## src/rtl/div_arbiter_if.sv

```systemverilog
// div_arbiter_if: requester and divider handshake bundle shared by div_arbiter and its users
interface div_arbiter_if #(
    parameter int N_REQ = 4,
    parameter int WIDTH = 16
);
    logic [N_REQ-1:0]            i_req;
    logic [N_REQ-1:0][WIDTH-1:0] i_num;
    logic [N_REQ-1:0][WIDTH-1:0] i_denom;
    logic [N_REQ-1:0]            o_ack;
    logic [WIDTH-1:0]            o_result;
    logic                        o_err;
    logic                        o_busy;
    logic [WIDTH-1:0]            o_div_num;
    logic [WIDTH-1:0]            o_div_denom;
    logic                        o_div_start;
    logic [WIDTH-1:0]            i_div_result;
    logic                        i_div_done;
    logic                        i_div_valid;

    modport slave (
        input  i_req, i_num, i_denom, i_div_result, i_div_done, i_div_valid,
        output o_ack, o_result, o_err, o_busy, o_div_num, o_div_denom, o_div_start
    );

    modport master (
        output i_req, i_num, i_denom, i_div_result, i_div_done, i_div_valid,
        input  o_ack, o_result, o_err, o_busy, o_div_num, o_div_denom, o_div_start
    );
endinterface

```

## src/rtl/div_arbiter.sv

```systemverilog
// div_arbiter: round-robin arbiter sharing one divider among N_REQ requesters
module div_arbiter #(
    parameter int N_REQ   = 4,
    parameter int WIDTH   = 16,
    parameter int QBITS   = 8,
    parameter int TIMEOUT = 255
) (
    input  logic         i_clk,
    input  logic         i_rst_n,
    div_arbiter_if.slave bus
);
    localparam int PW = $clog2(N_REQ);
    localparam int CW = $clog2(TIMEOUT + 1);

    // QBITS describes the fixed-point format of the operands; it only travels with the data here
    if (QBITS > WIDTH) begin : g_qbits_wider_than_data
    end

    typedef enum logic [1:0] {IDLE, ISSUE, WAIT, RESP} state_t;

    state_t           state_q, state_d;
    logic [PW-1:0]    ptr_q, ptr_d;
    logic [PW-1:0]    grant_q, grant_d;
    logic [WIDTH-1:0] num_q, num_d;
    logic [WIDTH-1:0] denom_q, denom_d;
    logic [WIDTH-1:0] res_q, res_d;
    logic             err_q, err_d;
    logic [CW-1:0]    cnt_q, cnt_d;
    logic [PW-1:0]    sel;
    logic [PW-1:0]    idx;

    // Round-robin pick: the first requesting index after ptr, wrapping; descending scan lets the nearest win
    always_comb begin
        sel = ptr_q;
        idx = '0;
        for (int k = N_REQ; k >= 1; k--) begin
            idx = PW'((int'(ptr_q) + k) % N_REQ);
            if (bus.i_req[idx]) sel = idx;
        end
    end

    // Next-state logic; the WAIT counter is 0 only in the first WAIT cycle, which masks a stale done
    always_comb begin
        state_d = state_q;
        ptr_d   = ptr_q;
        grant_d = grant_q;
        num_d   = num_q;
        denom_d = denom_q;
        res_d   = res_q;
        err_d   = err_q;
        cnt_d   = cnt_q;
        case (state_q)
            IDLE: begin
                if (|bus.i_req) begin
                    grant_d = sel;
                    num_d   = bus.i_num[sel];
                    denom_d = bus.i_denom[sel];
                    cnt_d   = '0;
                    state_d = (bus.i_denom[sel] == '0) ? RESP : ISSUE;
                    res_d   = (bus.i_denom[sel] == '0) ? '1 : '0;
                    err_d   = (bus.i_denom[sel] == '0);
                end
            end
            ISSUE: state_d = WAIT;
            WAIT: begin
                if (bus.i_div_done && cnt_q != '0) begin
                    res_d   = bus.i_div_result;
                    err_d   = ~bus.i_div_valid;
                    state_d = RESP;
                end else if (cnt_q == CW'(TIMEOUT - 1)) begin
                    res_d   = '0;
                    err_d   = 1'b1;
                    state_d = RESP;
                end else begin
                    cnt_d = cnt_q + 1'b1;
                end
            end
            RESP: begin
                ptr_d   = grant_q;
                cnt_d   = '0;
                state_d = IDLE;
            end
            default: state_d = IDLE;
        endcase
    end

    // State registers with synchronous active-low reset; ptr resets so index 0 wins first
    always_ff @(posedge i_clk) begin
        if (!i_rst_n) begin
            state_q <= IDLE;
            ptr_q   <= PW'(N_REQ - 1);
            grant_q <= '0;
            num_q   <= '0;
            denom_q <= '0;
            res_q   <= '0;
            err_q   <= 1'b0;
            cnt_q   <= '0;
        end else begin
            state_q <= state_d;
            ptr_q   <= ptr_d;
            grant_q <= grant_d;
            num_q   <= num_d;
            denom_q <= denom_d;
            res_q   <= res_d;
            err_q   <= err_d;
            cnt_q   <= cnt_d;
        end
    end

    // Outputs are decoded from state so they read zero whenever their qualifying state is absent
    always_comb begin
        bus.o_busy      = state_q != IDLE;
        bus.o_div_start = state_q == ISSUE;
        bus.o_div_num   = (state_q == ISSUE || state_q == WAIT) ? num_q : '0;
        bus.o_div_denom = (state_q == ISSUE || state_q == WAIT) ? denom_q : '0;
        bus.o_ack       = (state_q == RESP) ? (N_REQ)'(1) << grant_q : '0;
        bus.o_result    = (state_q == RESP) ? res_q : '0;
        bus.o_err       = (state_q == RESP) && err_q;
    end
endmodule

```

## src/flat_wrapper.sv

```systemverilog
// flat-port wrapper written by rule: the top's interface ports become plain ports
module div_arbiter_flat 
#(
    parameter int N_REQ   = 4,
    parameter int WIDTH   = 16,
    parameter int QBITS   = 8,
    parameter int TIMEOUT = 255
)
  (i_clk, i_rst_n, bus_i_req, bus_i_num, bus_i_denom, bus_i_div_result, bus_i_div_done, bus_i_div_valid, bus_o_ack, bus_o_result, bus_o_err, bus_o_busy, bus_o_div_num, bus_o_div_denom, bus_o_div_start);
  div_arbiter_if #(.N_REQ(N_REQ), .WIDTH(WIDTH)) bus_i ();
  input  logic i_clk;
  input  logic i_rst_n;
  input wire logic [$bits(bus_i.i_req)-1:0] bus_i_req;
  input wire logic [$bits(bus_i.i_num)-1:0] bus_i_num;
  input wire logic [$bits(bus_i.i_denom)-1:0] bus_i_denom;
  input wire logic [$bits(bus_i.i_div_result)-1:0] bus_i_div_result;
  input wire logic [$bits(bus_i.i_div_done)-1:0] bus_i_div_done;
  input wire logic [$bits(bus_i.i_div_valid)-1:0] bus_i_div_valid;
  output wire logic [$bits(bus_i.o_ack)-1:0] bus_o_ack;
  output wire logic [$bits(bus_i.o_result)-1:0] bus_o_result;
  output wire logic [$bits(bus_i.o_err)-1:0] bus_o_err;
  output wire logic [$bits(bus_i.o_busy)-1:0] bus_o_busy;
  output wire logic [$bits(bus_i.o_div_num)-1:0] bus_o_div_num;
  output wire logic [$bits(bus_i.o_div_denom)-1:0] bus_o_div_denom;
  output wire logic [$bits(bus_i.o_div_start)-1:0] bus_o_div_start;
  assign bus_i.i_req = bus_i_req;
  assign bus_i.i_num = bus_i_num;
  assign bus_i.i_denom = bus_i_denom;
  assign bus_i.i_div_result = bus_i_div_result;
  assign bus_i.i_div_done = bus_i_div_done;
  assign bus_i.i_div_valid = bus_i_div_valid;
  assign bus_o_ack = bus_i.o_ack;
  assign bus_o_result = bus_i.o_result;
  assign bus_o_err = bus_i.o_err;
  assign bus_o_busy = bus_i.o_busy;
  assign bus_o_div_num = bus_i.o_div_num;
  assign bus_o_div_denom = bus_i.o_div_denom;
  assign bus_o_div_start = bus_i.o_div_start;
  div_arbiter #(.N_REQ(N_REQ), .WIDTH(WIDTH), .QBITS(QBITS), .TIMEOUT(TIMEOUT)) u_core (.i_clk(i_clk), .i_rst_n(i_rst_n), .bus(bus_i));
endmodule
```

## config.mk

```make
export PLATFORM = sky130hd
export DESIGN_NAME = div_arbiter_flat
export DESIGN_NICKNAME = d
export VERILOG_FILES = /design/src/rtl/div_arbiter_if.sv /design/src/rtl/div_arbiter.sv /design/src/flat_wrapper.sv
export SDC_FILE = /design/constraint.sdc
export NUM_CORES = 1
export LEC_CHECK = 0
export ABC_AREA = 1
export BUFFER_PORTS_ARGS = -buffer_cell sky130_fd_sc_hd__buf_2
export CORE_MARGIN = 5
export CORE_UTILIZATION = 52
export DETAILED_ROUTE_END_ITERATION = 6
export HOLD_SLACK_MARGIN = 0.1
export MAX_ROUTING_LAYER = met4
export PLACE_DENSITY = 0.95
export SETUP_SLACK_MARGIN = 0.2
export SYNTH_ARGS = -nofsm -noshare
export SYNTH_HDL_FRONTEND = slang
export SYNTH_SLANG_ARGS = --single-unit
```

## constraint.sdc

```tcl
create_clock -name i_clk -period 5.73 [get_ports i_clk]
set_input_delay 0.573 -clock i_clk [delete_from_list [all_inputs] [get_ports i_clk]]
set_output_delay 0.573 -clock i_clk [all_outputs]
set_load 0.005 [all_outputs]
```

Word-level counts from Yosys, hierarchy flattened

Index checks and enable logic that the tools add are counted.

Word-level logic and storage cells: 80
Output and inout bits: 55
Input bits: 152
Bits in registers: 63

Reduce and logical (&&, ||, !) cells: 14
Order comparisons: 5
Shift-type cells: 1
Add/sub/neg operators: 5
Muxes and demuxes: 38
Bitwise operators: 1
Equal/unequal tests: 8

Operator list:

| kind                  | count |
|---|---|
| $mux W16              | 9 |
| $bmux W16 S2          | 2 |
| $pmux W16 S2          | 1 |
| $mux W8               | 3 |
| $pmux W8 S3           | 1 |
| $logic_not A16 Y1     | 1 |
| $mux W2               | 8 |
| $lt A2 B3 Y1 const B  | 5 |
| $add A8 B1 Y8 const B | 1 |
| $bmux W1 S2           | 4 |
| $eq A8 B8 Y1 const B  | 1 |
| $pmux W2 S4           | 1 |
| $reduce_bool A8 Y1    | 1 |
| $mux W1               | 7 |
| $add A2 B1 Y2 const B | 2 |
| $add A2 B2 Y2 const B | 2 |
| $eq A2 B2 Y1 const B  | 2 |
| $mux W4               | 1 |
| $ne A2 B2 Y1 const B  | 2 |
| $reduce_and A2 Y1     | 2 |
| $reduce_and A4 Y1     | 1 |
| $reduce_bool A2 Y1    | 2 |
| $reduce_or A4 Y1      | 1 |
| $shl A1 B2 Y4 const A | 1 |
| 10 further kinds      | 11 |

Depth between registers and ports, before layout

Depth in word-level cells: 13
Gate-level depth with buffers: 23
Gate-level depth less buffers: 20

Least setup slack after synthesis

No wires, ideal clock.

Path kind: input -> register
Start point: input bus_i_req[3]
End point: register u_core.res_q[0]
Path buffers: 3
Cell stages on the path: 18
Required time: 5.664 ns
Library setup time: 0.066 ns
Arrival: 2.166 ns
Slack: 3.497 ns
Path through: nand2_1 nand2_1 nand2_1 nand2_1 inv_2 nand3_2 nand2_2 buf_8 buf_8 nand2_1 nand3_2 nand2_1 nor2_1 nand2_1 nor2_2 nand3_4 buf_6 a21oi_2

Word-level cells in the longest chain between the ends: 12
Elaborated cells between the ends (all ways): 21
Those cells by class: eq/ne (1); mux (17); reduce/logical (3)

Ends and longest elaborated chain:

| item                           | RTL line           | source |
|---|---|---|
| start, declared                | flat_wrapper.sv:13 | `input wire logic [$bits(bus_i.i_req)-1:0] bus_i_req;` |
| $bmux W1 S2                    | div_arbiter.sv:38  | `if (bus.i_req[idx]) sel = idx;` |
| $mux W1 (implied by the code)  | div_arbiter.sv:38  |  |
| $mux W2 (4 in series)          | div_arbiter.sv:38  |  |
| $bmux W16 S2                   | div_arbiter.sv:60  | `res_d = (bus.i_denom[sel] == '0) ? '1 : '0;` |
| $mux W16 (implied by the code) | div_arbiter.sv:60  |  |
| $logic_not A16 Y1              | div_arbiter.sv:60  |  |
| $mux W16                       | div_arbiter.sv:60  |  |
| $mux W16                       | div_arbiter.sv:54  | `if (\|bus.i_req) begin` |
| $pmux W16 S2                   | div_arbiter.sv:52  | `case (state_q)` |
| end signal, assigned           | div_arbiter.sv:104 | `res_q <= res_d;` |
| end, declared                  | div_arbiter.sv:26  | `logic [WIDTH-1:0] res_q, res_d;` |

Parallel ways exist; a longest one is shown, timed or not. The select of a mux whose other input is x is not followed.
A chain may end at the register's enable or synchronous reset.

Worst setup path after layout

Start point: register u_core.ptr_q[0]
End point: register u_core.num_q[14]

Word-level cells in the longest chain between the ends: 9
Elaborated cells between the ends (all ways): 18
Those cells by class: add/sub (4); mux (14)

Ends and longest elaborated chain:

| item                             | RTL line           | source |
|---|---|---|
| start, declared                  | div_arbiter.sv:22  | `logic [PW-1:0] ptr_q, ptr_d;` |
| start signal, assigned           | div_arbiter.sv:91  | `ptr_q <= PW'(N_REQ - 1);` |
| start signal, assigned           | div_arbiter.sv:100 | `ptr_q <= ptr_d;` |
| $add A2 B1 Y2                    | div_arbiter.sv:37  | `idx = PW'((int'(ptr_q) + k) % N_REQ);` |
| $bmux W1 S2                      | div_arbiter.sv:38  |  |
| $mux W1 (implied by the code)    | div_arbiter.sv:38  |  |
| $mux W2 (3 in series)            | div_arbiter.sv:38  |  |
| $mux W2 *                        | div_arbiter.sv:38  |  |
| $bmux W16 S2 *                   | div_arbiter.sv:56  | `num_d = bus.i_num[sel];` |
| $mux W16 (implied by the code) * | div_arbiter.sv:56  |  |
| end signal, assigned             | div_arbiter.sv:102 | `num_q <= num_d;` |
| end, declared                    | div_arbiter.sv:24  | `logic [WIDTH-1:0] num_q, num_d;` |

Mark *: on every way between the ends. The rest lies on a longest branch, timed or not. The select of a mux whose other input is x is not followed.

==> impl_results.md <==
- Critical path class: flop to flop
- Simple-Gate Fraction of Synth Area: 0.348
- Pwr/cell area: about 480 nW/um^2
- Std-Cell Rows: 34
- Psw: 1.40 mW
- Critical path peak fanout: 66
- Synth Instances: roughly 770
- Clock power frac: 0.125
- Syn Std Cell Area: between 4000 and 5000 sq um
- Sw Ratio: 0.514
- Status: complete, no violations
- CTS tree: built
- Hpwl dp: 10.1 mm
- MaxCap Viol Count: 0
- H-tree Lvls: 3
- IO Port Bufs: 206
- Total die area: ~11,000 sq um
- Final Hold Viols: 0
- Detailed Route WL: 13.6 mm
- Internal power: 1.32 mW
- Fraction of the mapped netlist area in compound gates: 0.177
- Adder-cell share of the synthesized area: 0.0193
- Die W: roughly 100 um
- Worst hold path class: flop to flop
- Drt drc: 0
- Clock sink count: 63
- Maximum operating frequency: 246 MHz
- Synth area leader: dfxtp_1
- Fin util: 0.660
- Largest stage delay, worst path: 1.01 ns
- Crit path cell chain: inv_6 -> nand2_1 -> nand2_1 -> nand2_1 -> nand2_1 -> inv_2 -> nand3_2 -> nand2_2 -> inv_1 -> o21ai_0 -> o22ai_1 -> o21ai_0 -> inv_1
- Setup_tns: 0 ns
- Peak VDD IR: between 200 and 250 uV
- Initial DRC Count: 233
- Mux share of post-synthesis cell area: 0
- Slew @ Worst Pin: between 1 and 1.5 ns
- Asr flop ratio synth: 0
- GP Congestion: 0.858
- Top cells by count, synth: nand2_1, inv_1, nor2_1
- Synth Flop Type: dfxtp_1
- Layout cell share with drive strength beyond 1: 0.264
- Clk pin slew, worst setup/hold paths: ~0.070 ns
- DR vias: approximately 5,300
- Vias in the first global route: a little over 5,000
- Grt ovf: 0
- GRT Resource Usage Total: 0.251
- Yosys cell types: 35
- Gates resized, CTS repair: 0
- DR WL/cell: 12.8 um
- Max-slew violation count: 0
- First-pass GRT wire length: about 21 mm
- Antenna violations before repair: 0
- Fin crit share: 0.710
- Drt via density: 5.05
- Overall power: 2.72 mW
- Synthesized Nets: about 900
- Syn_area_per_cell: about 6 sq um
- Clk root buf: clkbuf_8
- Slowest CP cell: nand2_2
- Area delta synth->final: 25.0%
- Fin nets: 1,104
- Core area: 8590 sq um
- CP arrival: around 4.3 ns
- RSZ-0062 raised after global routing: false
- Number of enable flip-flop cells after synthesis: 0
- Final antenna-violating net count: 0
- Ranking of synthesized cells by area: dfxtp_1, nand2_1, inv_1, nor2_1, o21ai_0
- Setup Skew: around 0.0066 ns
- N_diodes: 0
- Relative slew slack: 0.162
- Min Tclk post-route: 4.07 ns
- Post-CTS Setup Bufs: 0
- Clock latency on the worst-skew pair: between 0.3 and 0.4 ns
- Pleak: 3.50 nW
- Post-synthesis sequential area ratio: 0.278
- Max clock buf depth: 2
- Hold Buf Count CTS: 0
- Die Span Y: 103 um
- Sequential share of power: 0.244
- Most frequent cell after synthesis: nand2_1
- Synth warnings: 0
- Comb power frac: 0.631
- Initial Util: 0.528
- CP dominant cell by count: nand2_1
- Number of CTS-inserted buffers: 9
- Crit. End Element: flop
- Main combinational cell family by area after synthesis: simple AND/OR/NAND/NOR gates
- Pre-antenna DRT Iters: 5
- Largest net degree at the start of global routing: 67
- Post-synth top area share: 0.278
- CP Data Required Time: 5.95 ns
- Startpoint types: flop
- Final setup fails: 0
- Flop-to-flop setup slack: ~1.7 ns
- Synth Area in XOR/XNOR: 0
- IO Pins: 207
- Post-synthesis register bit count: 63
-- placed cells by master (no fill, tap or decap), types with 7 or more instances in the layout --
master,n
buf_2,206
dfxtp_1,63
o21ai_0,76
nor2_1,105
a21oi_1,33
nand3_1,45
o211ai_1,7
nor3_1,8
ha_1,7
nand2_1,158
o22ai_1,11
a21oi_2,10
clkbuf_8,9
nand3b_1,25
inv_1,147
-- path summary, 6_finish.rpt --
kind | from | endpoint | depth (start not counted)
worst max-delay path | u_core.ptr_q[0] | u_core.num_q[14] | 13
worst min-delay path | u_core.err_q | u_core.err_q | 2
worst max register to register | u_core.ptr_q[0] | u_core.num_q[14] | 13
worst min register to register | u_core.err_q | u_core.err_q | 2
-- power groups by stage --
stage / Combinational [mW] / Sequential [mW] / Clock (mW)
2_1_floorplan: 1.34 / 0.647 / 0
3_3_place_gp: 1.67 / 0.664 / 0
3_5_place_dp: 1.70 / 0.670 / 0
4_1_cts: 1.71 / 0.661 / 0.349
5_1_grt: 1.96 / 0.675 / 0.368
6_report: 1.71 / 0.663 / 0.341
-- sequential cells by signal, summed over array words and instances (netlist names) --
| register | flops |
|---|---|
| u_core.num_q | 16 |
| u_core.denom_q | 16 |
| u_core.res_q | 16 |
| u_core.ptr_q | 2 |
| u_core.cnt_q | 8 |
| u_core.err_q | 1 |
| u_core.state_q | 2 |
| u_core.grant_q | 2 |
-- cell type report --
class / instances / area, sq um
clock buffer: 9 / 124
clock inverter: 7 / 48.8
fill: 820 / 2920
inverter: 153 / 579
multi-input combinational: 509 / 2470
sequential: 63 / 1260
tap: 108 / 135
timing repair buffer: 209 / 1050
-- worst max-delay path: cells and delay by family (launching register included) --
kind            cells  cell delay [ns]
simple gates        6             1.83
buf+inv             4             0.92
flops               1             0.55
compound gates      3             0.62
-- metrics by stage --
stage | setup slack (ns) | instances | cell area (sq um) | hold WS (ns)
after detailed placement | 1.58 | 1042 | 5500 | 0.474
after global routing | 1.11 | 1058 | 5670 | 0.518
after global placement | 1.71 | 1042 | 5500 | 0.459
after CTS | 1.64 | 1058 | 5670 | 0.485
after floorplan | 3.50 | 768 | 4540 | 0.444
final | 1.66 | 1058 | 5670 | 0.482
-- cells by family after synthesis --
| kind of cell | Yosys count |
|---|---|
| and+or+nand+nor | 359 |
| buffers and inverters | 196 |
| adders and majority gates | 7 |
| DFF | 63 |
| AOI/OAI and AO/OA | 143 |
-- routing by layer --
metal / global-route usage / vias up / share of wire
met1: 0.291 / 2357 / 0.40
met3: 0.0335 / 26 / 0.075
met2: 0.442 / 227 / 0.50
met4: 0.0886 / 0 / 0.019
met5: - / - / 0
li1: - / 2736 / -
Power figures use the tool's default switching activity.
